$ cat src/rtl/fetch_unit.sv
// Instruction fetch stage: owns the PC, issues one-outstanding fetches over a
// req/ack handshake and presents instr/nextPC to decode, squashing on leaps.
module fetch_unit #(
   parameter logic [31:0] RESET_PC  = 32'h0000_0000,
   parameter logic [31:0] NOP_INSTR = 32'h0000_0000
) (
   input  logic        clk,
   input  logic        reset,
   input  logic        leap_in,
   input  logic [31:0] leapAddr_in,
   input  logic        stall_in,
   output logic        imem_req,
   output logic [31:0] imem_addr,
   input  logic        imem_ack,
   input  logic [31:0] imem_data,
   output logic [31:0] instr_out,
   output logic [31:0] nextPC_out,
   output logic        valid_out
);

   typedef enum logic [1:0] {
      BOOT  = 2'd0,
      FETCH = 2'd1,
      HOLD  = 2'd2
   } fetchState_t;

   fetchState_t stateR, stateN;
   logic [31:0] pcR, pcN;
   logic        reqR, reqN;
   logic [31:0] addrR, addrN;
   logic [31:0] instrR, instrN;
   logic [31:0] nextPcR, nextPcN;
   logic        validR, validN;
   logic        squashR, squashN;

   logic        ackS;
   logic        consumeS;
   logic [31:0] pcPlus4S;
   logic [31:0] leapPcS;

   assign ackS     = imem_ack & reqR;
   assign consumeS = validR & ~stall_in;
   assign pcPlus4S = pcR + 32'd4;
   assign leapPcS  = leapAddr_in & 32'hFFFF_FFFC;

   // Next-state and next-output logic for the fetch FSM.
   always_comb begin
      stateN  = stateR;
      pcN     = pcR;
      reqN    = reqR;
      addrN   = addrR;
      instrN  = instrR;
      nextPcN = nextPcR;
      validN  = validR;
      squashN = squashR;
      if (leap_in) begin
         pcN    = leapPcS;
         validN = 1'b0;
         instrN = NOP_INSTR;
         stateN = FETCH;
         // An unanswered request must be allowed to finish; its data is dropped.
         if (reqR && !ackS) begin
            squashN = 1'b1;
         end else begin
            squashN = 1'b0;
            reqN    = 1'b1;
            addrN   = leapPcS;
         end
      end else begin
         if (consumeS) begin
            validN = 1'b0;
            instrN = NOP_INSTR;
         end else begin
            validN = validR;
            instrN = instrR;
         end
         case (stateR)
            BOOT: begin
               reqN   = 1'b1;
               addrN  = pcR;
               stateN = FETCH;
            end
            FETCH: begin
               if (!ackS) begin
                  reqN = 1'b1;
               end else if (squashR) begin
                  squashN = 1'b0;
                  reqN    = 1'b1;
                  addrN   = pcR;
               end else if (!stall_in) begin
                  instrN  = imem_data;
                  nextPcN = pcPlus4S;
                  validN  = 1'b1;
                  pcN     = pcPlus4S;
                  reqN    = 1'b1;
                  addrN   = pcPlus4S;
               end else if (!validR) begin
                  instrN  = imem_data;
                  nextPcN = pcPlus4S;
                  validN  = 1'b1;
                  pcN     = pcPlus4S;
                  reqN    = 1'b0;
                  stateN  = HOLD;
               end else begin
                  // Decode still holds an unconsumed word: drop this one, refetch pc later.
                  reqN   = 1'b0;
                  stateN = HOLD;
               end
            end
            HOLD: begin
               if (!stall_in) begin
                  reqN   = 1'b1;
                  addrN  = pcR;
                  stateN = FETCH;
               end else begin
                  reqN = 1'b0;
               end
            end
            default: begin
               stateN  = BOOT;
               reqN    = 1'b0;
               squashN = 1'b0;
               validN  = 1'b0;
               instrN  = NOP_INSTR;
            end
         endcase
      end
   end

   // State and output registers.
   always_ff @(posedge clk or negedge reset) begin
      if (!reset) begin
         stateR  <= BOOT;
         pcR     <= RESET_PC;
         reqR    <= 1'b0;
         addrR   <= RESET_PC;
         instrR  <= NOP_INSTR;
         nextPcR <= RESET_PC;
         validR  <= 1'b0;
         squashR <= 1'b0;
      end else begin
         stateR  <= stateN;
         pcR     <= pcN;
         reqR    <= reqN;
         addrR   <= addrN;
         instrR  <= instrN;
         nextPcR <= nextPcN;
         validR  <= validN;
         squashR <= squashN;
      end
   end

   assign imem_req   = reqR;
   assign imem_addr  = addrR;
   assign instr_out  = instrR;
   assign nextPC_out = nextPcR;
   assign valid_out  = validR;

endmodule

$ cat config.mk
export PLATFORM = sky130hd
export DESIGN_NAME = fetch_unit
export DESIGN_NICKNAME = d
export VERILOG_FILES = /design/src/rtl/fetch_unit.sv
export SDC_FILE = /design/constraint.sdc
export NUM_CORES = 1
export LEC_CHECK = 0
export CAP_MARGIN = 20
export CORE_MARGIN = 2
export CORE_UTILIZATION = 40
export CTS_BUF_LIST = sky130_fd_sc_hd__clkbuf_2
export DETAILED_ROUTE_END_ITERATION = 16
export HOLD_SLACK_MARGIN = 0.02
export PLACE_DENSITY_LB_ADDON = 0.3
export SLEW_MARGIN = 40
export SYNTH_ARGS = -nofsm -noshare
export SYNTH_HDL_FRONTEND = slang
export SYNTH_SLANG_ARGS = --single-unit
$ cat constraint.sdc
create_clock -name clk -period 5 [get_ports clk]
set_input_delay 1.5 -clock clk [delete_from_list [all_inputs] [get_ports clk]]
set_output_delay 1.5 -clock clk [all_outputs]
set_load 0.005 [all_outputs]
# Word level (Yosys, flattened, before mapping)
# Cells that the tools add are included.
# totals
register_bits	133
out_inout_bits	98
in_bits	69
elab_cells	81
# classes
reduce_logical	12
n_addsub	1
n_mux	43
n_bitwise	5
n_eq_ne	12
# ops
op	count
32-bit two-way mux	18
32-bit one-hot mux with 3 select lines	1
32-bit one-hot mux with 2 select lines	1
32-bit by 3-bit adder with 32-bit output (second input constant)	1
3-bit != test (second input constant)	5
1-bit two-way mux	14
2-bit two-way mux	5
5-bit AND reduction	2
4-bit AND reduction	2
2-bit != test (second input constant)	3
2-bit one-hot mux with 3 select lines	1
4-bit != test (second input constant)	1
1-bit one-hot mux with 2 select lines	2
2-bit nonzero test	2
4-bit nonzero test	1
1-bit inverter	3
1-bit one-hot mux with 3 select lines	1
1-bit bitwise AND	2
2-bit by 1-bit == test with 1-bit output (second input constant)	1
2-bit == test (second input constant)	1
2-bit logical NOT	1
2-bit by 1-bit != test with 1-bit output (second input constant)	1
2-bit AND reduction	1
2-bit OR reduction	1
2 further kinds	2

# Longest topological paths before layout
# Gate-level depths: netlist of the first run.
# depth
ltp_word	9
depth_mapped	9
ltp_nobuf	6

# Worst setup path before layout of the first run
# Ideal clock, no wire load.
# synth_path
kind	input port to flip-flop
startpoint	input port stall_in
endpoint	register addrR[10] (netlist: imem_addr[10])
path_slack_ns	2.014
t_required_ns	4.917
stages	8
arrival_ns	2.903
path_cell_list	clkbuf_1 o21ai_0 o21a_1 and2_1 clkbuf_1 clkbuf_1 o21ai_0 o21ai_0
# synth_via
elab_chain_cells	2
# synth_lines
element	line	rtl
start: declaration	11	input logic stall_in,
4-bit != test (no line) or 3-bit != test (tied branches)	n/a	
5-bit AND reduction (no line) (*)	n/a	
end signal: assignment	145	addrR <= addrN;
end: declaration	30	logic [31:0] addrR, addrN;
# Every way passes the cells marked *; elsewhere a longest branch is shown, timed or not.
# A chain may end at the register's enable or synchronous reset.

# Worst setup path in the final report of the first run
# layout_path
startpoint	register validR (netlist: valid_out)
endpoint	output port valid_out
# layout_lines
element	line	rtl
start: declaration	33	logic validR, validN;
start signal: assignment	148	validR <= validN;
end: declaration	18	output logic valid_out
# No word-level cell between the ends.

==> results of run 1 <==
final cells by class:
cell class | instances | share of cell area (%)
multi-input cells | 620 | 41.9
flip-flops and latches | 128 | 33.4
repair buffers | 180 | 18.4
well taps | 234 | 3.05
clock inverters | 12 | 1.74
clock buffers | 20 | 1.04
inverters | 9 | 0.352
diodes | 1 | 0.0261
worst max path at each step:
stage / start / endpoint / depth (start not counted)
4_1_cts: valid_out$_DFF_PN0_ / valid_out / 2
6_report: valid_out$_DFF_PN0_ / valid_out / 2
2_1_floorplan: stall_in / imem_addr[10]$_DFFE_PN0P_ / 8
5_1_grt: valid_out$_DFF_PN0_ / valid_out / 2
3_3_place_gp: stall_in / pcR[5]$_DFFE_PN0P_ / 6
3_5_place_dp: stall_in / imem_addr[13]$_DFFE_PN0P_ / 6
state kept, by name (all words and copies together), names as in the netlist:
name	cells
imem_req	1
pcR	30
valid_out	1
nextPC_out	30
stateR	2
instr_out	32
squashR	1
imem_addr	31
routing by layer:
metal	wire (microns)	part of all wire [%]	GRT usage [%]	up-vias
met4	389	1.8	6.68	0
met2	10200	46	35.6	239
met1	9920	45	29.7	3352
met3	1540	7.0	6.16	33
met5	0	0	0	-
li1	-	-	-	3265
metrics by stage:
| step | total power [mW] | cells | hold WS [ns] |
|---|---|---|---|
| after floorplan | 1.86 | 841 | 0.463 |
| after global placement | 2.38 | 1171 | 0.453 |
| after detailed placement | 2.40 | 1171 | 0.466 |
| after CTS | 3.14 | 1203 | 0.506 |
| after global routing | 3.30 | 1204 | 0.521 |
| final | 3.12 | 1204 | 0.498 |
synth_stat cells (5+ instances only):
master | count | share of area (%)
buf_1 | 5 | 0.25
a221o_1 | 5 | 0.66
clkbuf_1 | 47 | 2.3
and3_1 | 6 | 0.49
a31oi_1 | 7 | 0.57
dfrtp_1 | 128 | 42
and2_1 | 5 | 0.41
o21ai_0 | 52 | 3.4
nor2_1 | 46 | 2.3
a21oi_1 | 19 | 1.2
mux2i_1 | 43 | 5.6
buf_2 | 19 | 1.2
nand3_1 | 23 | 1.5
o21ai_1 | 9 | 0.59
o31a_1 | 6 | 0.69
a221oi_1 | 5 | 0.57
buf_4 | 8 | 0.79
inv_1 | 8 | 0.39
nand2_1 | 153 | 7.5
xor2_1 | 14 | 1.6
nand4_1 | 11 | 0.90
nor3_1 | 17 | 1.1
xnor2_1 | 43 | 4.9
or3_1 | 8 | 0.66
a22o_1 | 32 | 3.7
nor4_1 | 13 | 1.1
o221ai_1 | 33 | 3.8
critical path: stages, from the launching register on:
cell and delay [ns]:
dfrtp_1 0.37, buf_4 0.37, clkdlybuf4s50_1 0.59
power by group:
group | internal (mW) | switching (mW) | total, mW
Combinational | 0.547 | 0.436 | 0.983
Clock | 0.331 | 0.405 | 0.736
Sequential | 1.22 | 0.175 | 1.40
kinds of logic (layout without fill, tap and decap cells):
family	after synthesis	in the layout	share of synthesized area, %
buffers and inverters	93	221	5.70
flip-flops	128	128	42.0
adder cells (fa/ha/maj)	1	1	0.164
AND/OR/NAND/NOR	315	315	20.7
other	1	3	0.0492
multiplexers	47	47	6.24
XOR/XNOR	57	57	6.55
AO/OA/AOI/OAI	198	198	18.6
==> metrics.txt, run 1 <==
Die Wd 142 microns; Initial Util 40.7%; run status finished, final reports clean; Max Fclk 280 MHz; hold path start nextPC_out[3]$_DFFE_PN0P_; Yosys reg bits 128; Root Driver clkbuf_2; area of the multi-input gates 4020 sq um; Mapped Area 7620 sq um; Final period util 71.4%; largest net degree at the start of global routing 67; grt ovf 0; number of cells on the worst hold path 2; DR vias/cell 5.72; H-tree depth 4; VDD IR max 0.146 mV; end of the worst hold path nextPC_out[3]$_DFFE_PN0P_; Core Rows 50; worst reg2reg path depth 5; CTS Hold Bufs 0; startpoint types register; antenna viol nets, final 0; commonest non-fill, non-tap cell in the layout clkdlybuf4s50_1; clk slew on worst S/H paths about 0.20 ns; Setup TNS Final 0 ns; worst flop-to-flop path endpoint pcR[5]$_DFFE_PN0P_; Yosys cell types 64; post-synthesis cell count 840; CTS Sinks 128; Worst setup EP type primary output; Final Critical Period 3.57 ns; chip height 142 microns; worst min-delay path class reg -> reg; post-place setup slack 0.837 ns; final setup vio count 0; power per cell area 325 nW/um^2; Reg area 3200 sq um; hpwl dp 14800 microns; port buffer count 162; Setup WS post-layout ~1.4 ns; area delta synth->final 25.8%; DRC Markers 0; Post-CTS Setup Repair Bufs 0; placer's final routability congestion estimate 0.839; wire per inst 18.3 microns; Post-synth EDFFs 0; most frequent cells in the layout 160 x clkdlybuf4s50_1, 153 x nand2_1, 128 x dfrtp_1; Pleak 3.76 nW; I/O pin total approximately 170; drt initial violations approximately 550; first-pass GRT wire length 35800 microns; design area 9580 sq um; ys async rst share 100%; worst-path fanout max 35; Clock Skews 0.0341 ns; Pre-Repair DR Iteration Count 5; Reg2Reg Launch Point stateR[0]$_DFFE_PN0P_; Post-Place Cell Area 9310 sq um; worst slew pin tran 0.747 ns; Fin. Hold Viols 0; initial antenna violation count 1; clk_lat worst skew 0.74 ns; cts repair resizes 0; R2R Setup Slk 2.07 ns; Slew Viols, Final 0; final wirelength 22100 microns; crit path DAT 2.07 ns; CTS tree done; vias in the first global route 6718; RSZ-0062 raised after global routing no; sequential element share of the synthesized area a little over two fifths; Core ar. 18700 sq um; Clock Tree Buf Depth 2; slew margin rel. between 40 and 50%; GRT Total Usage 22.3%; WS Path Type reg -> out; ys flop type dfrtp_1; syn_area_per_cell approximately 9.1 sq um; fin nets 1026; WP data required 3.50 ns; Synth warnings 0; share of cells above drive strength 1 8.36%; final core area utilization 51.2%; Max Cap Violations 0; die area roughly 20000 sq um; Layout fillers 1769; CTS Buf Count 17; routed via count ~6900
(Power assumes the default switching activity.)
==> run 2: changes to the inputs <==
==> constraint.sdc (replaced) <==
create_clock -name clk -period 3.4 [get_ports clk]
set_input_delay 1.02 -clock clk [delete_from_list [all_inputs] [get_ports clk]]
set_output_delay 1.02 -clock clk [all_outputs]
set_load 0.005 [all_outputs]
==> run 2 against run 1 <==
Net effect:
- via count down 0.57%
- wire length shrank 2.5%
- critical path type unchanged
- power grew 46%
- cell area grew 1.1%
- largest cell class unchanged
- sequential share of layout area is 0.35 points lower
==> metrics.txt, run 2 (same netlist as run 1, synthesis figures left out) <==
Setup WS post-layout 0.508 ns (-0.923 ns); Final Critical Period 2.89 ns; CTS Buf Count 17 (unchanged); VDD IR max 0.194 mV (+33%); Setup TNS Final 0 ns (unchanged); initial antenna violation count 2 (+1); fin nets 1037 (+1.1%); final setup vio count 0 (unchanged); area delta synth->final 27.1%; antenna viol nets, final 0 (unchanged); I/O pin total 167 (unchanged); Core ar. 18700 sq um (unchanged); Clk pwr share 22.4% (-1.2 points); largest net degree at the start of global routing 80 (+19%); NetSw 1.51 mW (+48%); Initial Util 40.7% (unchanged); worst flop-to-flop path endpoint nextPC_out[31]$_DFFE_PN0P_; wire per inst 17.7 microns (-3.3%); die area 20200 sq um (unchanged); Max Fclk 346 MHz; Final period util 85.1%; Slowest cell on crit path clkdlybuf4s50_1; share of cells above drive strength 1 8.99% (+0.63 points); Worst setup EP type primary output; hpwl dp 14700 microns (-0.51%); Reg2Reg Launch Point pcR[7]$_DFFE_PN0P_; commonest non-fill, non-tap cell in the layout clkdlybuf4s50_1; total power 4.53 mW (+46%); DR vias/cell 5.64 (-1.5%); Max Cap Violations 0 (unchanged); crit-path cells buf_4, clkdlybuf4s50_1; Die Wd 142 microns (unchanged); worst stage delay on the critical path 0.54 ns (-0.05 ns); slew margin rel. 53.3% (+3.6 points); H-tree depth 4 (unchanged); power per cell area 468 nW/um^2 (+44%); port buffer count 162 (unchanged); crit path launch valid_out$_DFF_PN0_; cell-internal power 3.03 mW (+44%); Slew Viols, Final 0 (unchanged); routed via count 6850 (-0.57%); DRC Markers 0 (unchanged); CTS Hold Bufs 0 (unchanged); Layout fillers 1724 (-2.5%); Sw Share 33.3% (+0.66 points); worst min-delay path class in -> async; CTS tree done; Core Rows 50 (unchanged); drt initial violations 448 (-18%); GRT Total Usage 21.6% (-0.75 points); RSZ-0062 raised after global routing no; startpoint types register; chip height 142 microns (unchanged); CTS Sinks 128 (unchanged); worst reg2reg path depth 5 (unchanged); first-pass GRT wire length 34500 microns (-3.7%); crit path DAT 1.87 ns (-0.20 ns); Root Driver clkbuf_2; WS Path Type reg -> out; placer's final routability congestion estimate 0.857 (+2.2%); post-place setup slack 0.309 ns (-0.528 ns); final wirelength 21500 microns (-2.5%); Clock Skews 0.0412 ns (+0.00712 ns); R2R Setup Slk 0.95 ns (-1.12 ns); crit path capture valid_out; clk slew on worst S/H paths 0.23 ns (+0.03 ns); grt ovf 0 (unchanged); run status finished, final reports clean; logic gate share of total power 32.4% (+0.8 points); area of the multi-input gates 4020 sq um (about the same); clk_lat worst skew 0.72 ns (-0.02 ns); most frequent cells in the layout 160 x clkdlybuf4s50_1, 153 x nand2_1, 128 x dfrtp_1; Pre-Repair DR Iteration Count 7 (+2); cts repair resizes 0 (unchanged); Fin. Hold Viols 0 (unchanged); vias in the first global route 6541 (-2.6%); Clock Tree Buf Depth 2 (unchanged); Pleak 3.80 nW (+1.1%); max reg flops 32 (unchanged); worst slew pin tran 0.694 ns (-0.0537 ns); Fin Hold WS 0.285 ns (-0.213 ns); worst-path fanout max 17 (-51%); Reg area 3200 sq um (unchanged); Post-CTS Setup Repair Bufs 0 (unchanged); WP data required 2.38 ns (-1.12 ns); Seq pwr share 45.2% (+0.4 points)
## run 2: cell types whose count changed in the layout (fill, tap and decap cells not counted)
cell	before	now
buf_12	1	4
buf_4	17	26
buf_6	1	0
bufinv_16	4	3
clkbuf_2	20	17
clkinv_1	0	2
clkinv_2	6	2
clkinv_4	1	2
clkinvlp_4	1	3
diode_2	1	2
inv_6	0	2
or3_1	7	8
or3_2	1	0
## run 2: per-stage QoR
step / utilization [%] / instances / area, sq um
floorplan: - / 841 / 7620
detailed placement: 50.4 / 1182 / 9420
global route: 51.8 / 1214 / 9680
global placement: 50.4 / 1182 / 9420
CTS: 51.7 / 1213 / 9670
finish: 51.8 / 1215 / 9690
## run 2: worst min path at each step
stage                                    start                    endpoint  slack [ns]  depth (start not counted)
floorplan           nextPC_out[30]$_DFFE_PN0P_  nextPC_out[30]$_DFFE_PN0P_        0.46                          2
global route                             reset   imem_addr[31]$_DFFE_PN0P_        0.22                          2
finish                                   reset   imem_addr[31]$_DFFE_PN0P_        0.28                          2
global placement    nextPC_out[30]$_DFFE_PN0P_  nextPC_out[30]$_DFFE_PN0P_        0.45                          2
CTS                                      reset         pcR[31]$_DFFE_PN0P_        0.28                          2
detailed placement  nextPC_out[30]$_DFFE_PN0P_  nextPC_out[30]$_DFFE_PN0P_        0.46                          2
## run 2: layer usage
layer	part of all wire, %	wire (microns)	GRT usage [%]	vias to the layer above
met5	0.051	11	0	-
met4	1.7	367	6.42	2
met3	7.2	1560	6.19	30
met2	47	10000	33.9	244
met1	44	9570	29.0	3292
li1	-	-	-	3282
## run 2: critical path, delay by kind of cell (launching register included)
kind | cells | cell delay (ns)
buffers and inverters | 2 | 0.77
DFF | 1 | 0.39
## run 2: cell type report
| type | count | area share (%) |
|---|---|---|
| clock buffer | 17 | 0.878 |
| inverter | 9 | 0.349 |
| antenna | 2 | 0.0517 |
| clock inverter | 14 | 1.71 |
| tap | 234 | 3.02 |
| timing repair buffer | 191 | 19.4 |
| multi-input combinational | 620 | 41.5 |
| sequential | 128 | 33.1 |
## run 2: power by group through the flow
stage / Sequential, mW / Combinational, mW / Clock, mW
finish: 2.05 / 1.47 / 1.02
floorplan: 2.01 / 0.731 / 0
global route: 2.09 / 1.61 / 1.12
detailed placement: 2.08 / 1.48 / 0
global placement: 2.07 / 1.46 / 0
CTS: 2.05 / 1.48 / 1.04
==> run 3: changes to the inputs <==
--- a/config.mk
+++ b/config.mk
@@ -10,6 +10,7 @@
 export CORE_UTILIZATION = 40
 export CTS_BUF_LIST = sky130_fd_sc_hd__clkbuf_2
 export DETAILED_ROUTE_END_ITERATION = 16
+export DONT_BUFFER_PORTS = 1
 export HOLD_SLACK_MARGIN = 0.02
 export PLACE_DENSITY_LB_ADDON = 0.3
 export SLEW_MARGIN = 40
==> run 3 against run 2 <==
Net effect:
- the flow now finishes with violations (hold timing)
- combinational power fell by 45%
- clock skew fell by 0.0085 ns
- worst setup slack improved by 0.35 ns
- cell count fell by 14%
- sequential share of layout area rose by 7.0 points
- wire length fell by 3.7%
- largest cell class unchanged
==> metrics.txt, run 3 (same netlist as run 1, synthesis figures left out) <==
Max Fclk 393 MHz (+14%); crit path DAT 3.13 ns (+1.26 ns); Final Critical Period 2.54 ns (-0.350 ns); die area 20200 sq um (unchanged); worst reg2reg path depth 7 (+2); DR vias/cell 5.89 (+4.4%); Initial Util 40.7% (unchanged); worst min-delay path class in -> async; commonest non-fill, non-tap cell in the layout nand2_1; Clock Tree Buf Depth 2 (unchanged); wire per inst 19.9 microns (+13%); chip height 142 microns (unchanged); placed cells 1007 (-15%); failing checks hold timing; first-pass GRT wire length 33100 microns (-4.1%); RSZ-0062 raised after global routing no; R2R Setup Slk 0.86 ns (-0.09 ns); worst flop-to-flop path endpoint imem_addr[24]$_DFFE_PN0P_; Die Wd 142 microns (unchanged); run status finished with violations; worst slew pin tran 0.693 ns (-0.000911 ns); clk_lat worst skew 0.71 ns (about the same); Fin. Hold Viols 46 (+46); vias in the first global route 5936 (-9.2%); clk slew on worst S/H paths 0.23 ns (about the same); Worst setup EP type register; VDD IR max 0.189 mV (-2.7%); Reg2Reg Launch Point pcR[2]$_DFFE_PN0P_; placer's final routability congestion estimate 0.790 (-7.9%); Core ar. 18700 sq um (unchanged); slew margin rel. 53.4% (+0.061 points); initial antenna violation count 1 (-1); Pleak 3.13 nW (-18%); drt initial violations 472 (+5.4%); final wirelength 20700 microns (-3.7%); final core area utilization 42.7% (-9.1 points); area delta synth->final 4.76%; Slew Viols, Final 0 (unchanged); H-tree depth 4 (unchanged); I/O pin total 167 (unchanged); most frequent cells in the layout 153 x nand2_1, 128 x dfrtp_1, 52 x o21ai_0; CTS Sinks 128 (unchanged); Setup WS post-layout 0.858 ns (+0.350 ns); fin nets 862 (-17%); Core Rows 50 (unchanged); power per cell area 508 nW/um^2 (+8.5%); share of cells above drive strength 1 9.44% (+0.45 points); Max Cap Violations 0 (unchanged); DRC Markers 0 (unchanged); WP data required 3.99 ns (+1.61 ns); Pre-Repair DR Iteration Count 5 (-2); CTS Buf Count 17 (unchanged); port buffer count 0 (-100%); Final period util 74.8% (-10 points); final setup vio count 0 (unchanged); largest net degree at the start of global routing 129 (+61%); cts repair resizes 0 (unchanged); WS Path Type reg -> reg; worst-path fanout max 15 (-2); antenna viol nets, final 0 (unchanged); CTS tree done; final std cells w/o fill 1040 (-14%); hpwl dp 13600 microns (-7.6%); Fin Hold WS -0.0401 ns (-0.325 ns); post-place setup slack 0.648 ns (+0.339 ns); Clock Skews 0.0328 ns (-0.00847 ns); startpoint types register; Root Driver clkbuf_2; Post-CTS Setup Repair Bufs 0 (unchanged); routed via count 6124 (-11%); grt ovf 0 (unchanged); GRT Total Usage 20.9% (-0.66 points); Setup TNS Final 0 ns (unchanged); max reg flops 32 (unchanged)
## run 3: cell types whose count changed in the layout (fill, tap and decap cells not counted)
cell	before	now
inv_8	0	1
clkinvlp_4	3	5
nor3b_4	1	0
clkdlybuf4s50_1	160	0
bufinv_16	3	4
buf_12	4	2
buf_4	26	14
clkinv_2	2	1
clkinv_1	2	0
diode_2	2	1
buf_2	1	0
nor3b_2	0	1
## run 3: worst max path at each step
stage	cells after the start	endpoint	startpoint	slack, ns
2_1_floorplan	8	imem_addr[10]$_DFFE_PN0P_	stall_in	0.89
3_3_place_gp	5	pcR[7]$_DFFE_PN0P_	imem_ack	0.65
3_5_place_dp	5	pcR[5]$_DFFE_PN0P_	imem_ack	0.65
4_1_cts	7	imem_addr[24]$_DFFE_PN0P_	pcR[2]$_DFFE_PN0P_	0.80
5_1_grt	7	imem_addr[24]$_DFFE_PN0P_	pcR[2]$_DFFE_PN0P_	0.57
6_report	7	imem_addr[24]$_DFFE_PN0P_	pcR[2]$_DFFE_PN0P_	0.86
## run 3: per-stage QoR
stage | area (sq um) | total power [mW]
after detailed placement | 7690 | 2.97
after CTS | 7980 | 4.11
after global placement | 7690 | 2.94
after global routing | 7980 | 4.32
final | 7980 | 4.05
after floorplan | 7620 | 2.74
## run 3: critical path: stages (launching register included)
cell and delay (ns):
dfrtp_1 0.49, ha_1 0.32, nand4_1 0.12, buf_4 0.24
nor4_1 0.65, nand3_1 0.27, mux2i_1 0.21, a41oi_1 0.12
## run 3: final cells by class
type	instances	area, sq um
Fill cell	1873	10700
Inverter	9	33.8
Multi-Input combinational cell	620	4010
Timing Repair Buffer	16	145
Antenna cell	1	2.50
Tap cell	234	293
Clock inverter	15	209
Clock buffer	17	85.1
Sequential cell	128	3200
## run 3: metal layers
layer	GRT usage [%]	share of wire (%)	vias up	wire length [microns]
met5	0	0	-	0
met4	5.84	1.3	0	260
met3	7.71	9.0	18	1870
met2	32.5	47	201	9720
met1	27.4	43	2985	8880
li1	-	-	2920	-
## run 3: power by group
| part | total (mW) | leakage [nW] | switching (mW) | internal (mW) |
|---|---|---|---|---|
| Sequential | 2.12 | 1.58 | 0.321 | 1.80 |
| Combinational | 0.806 | 1.39 | 0.446 | 0.360 |
| Clock | 1.13 | 0.155 | 0.638 | 0.492 |
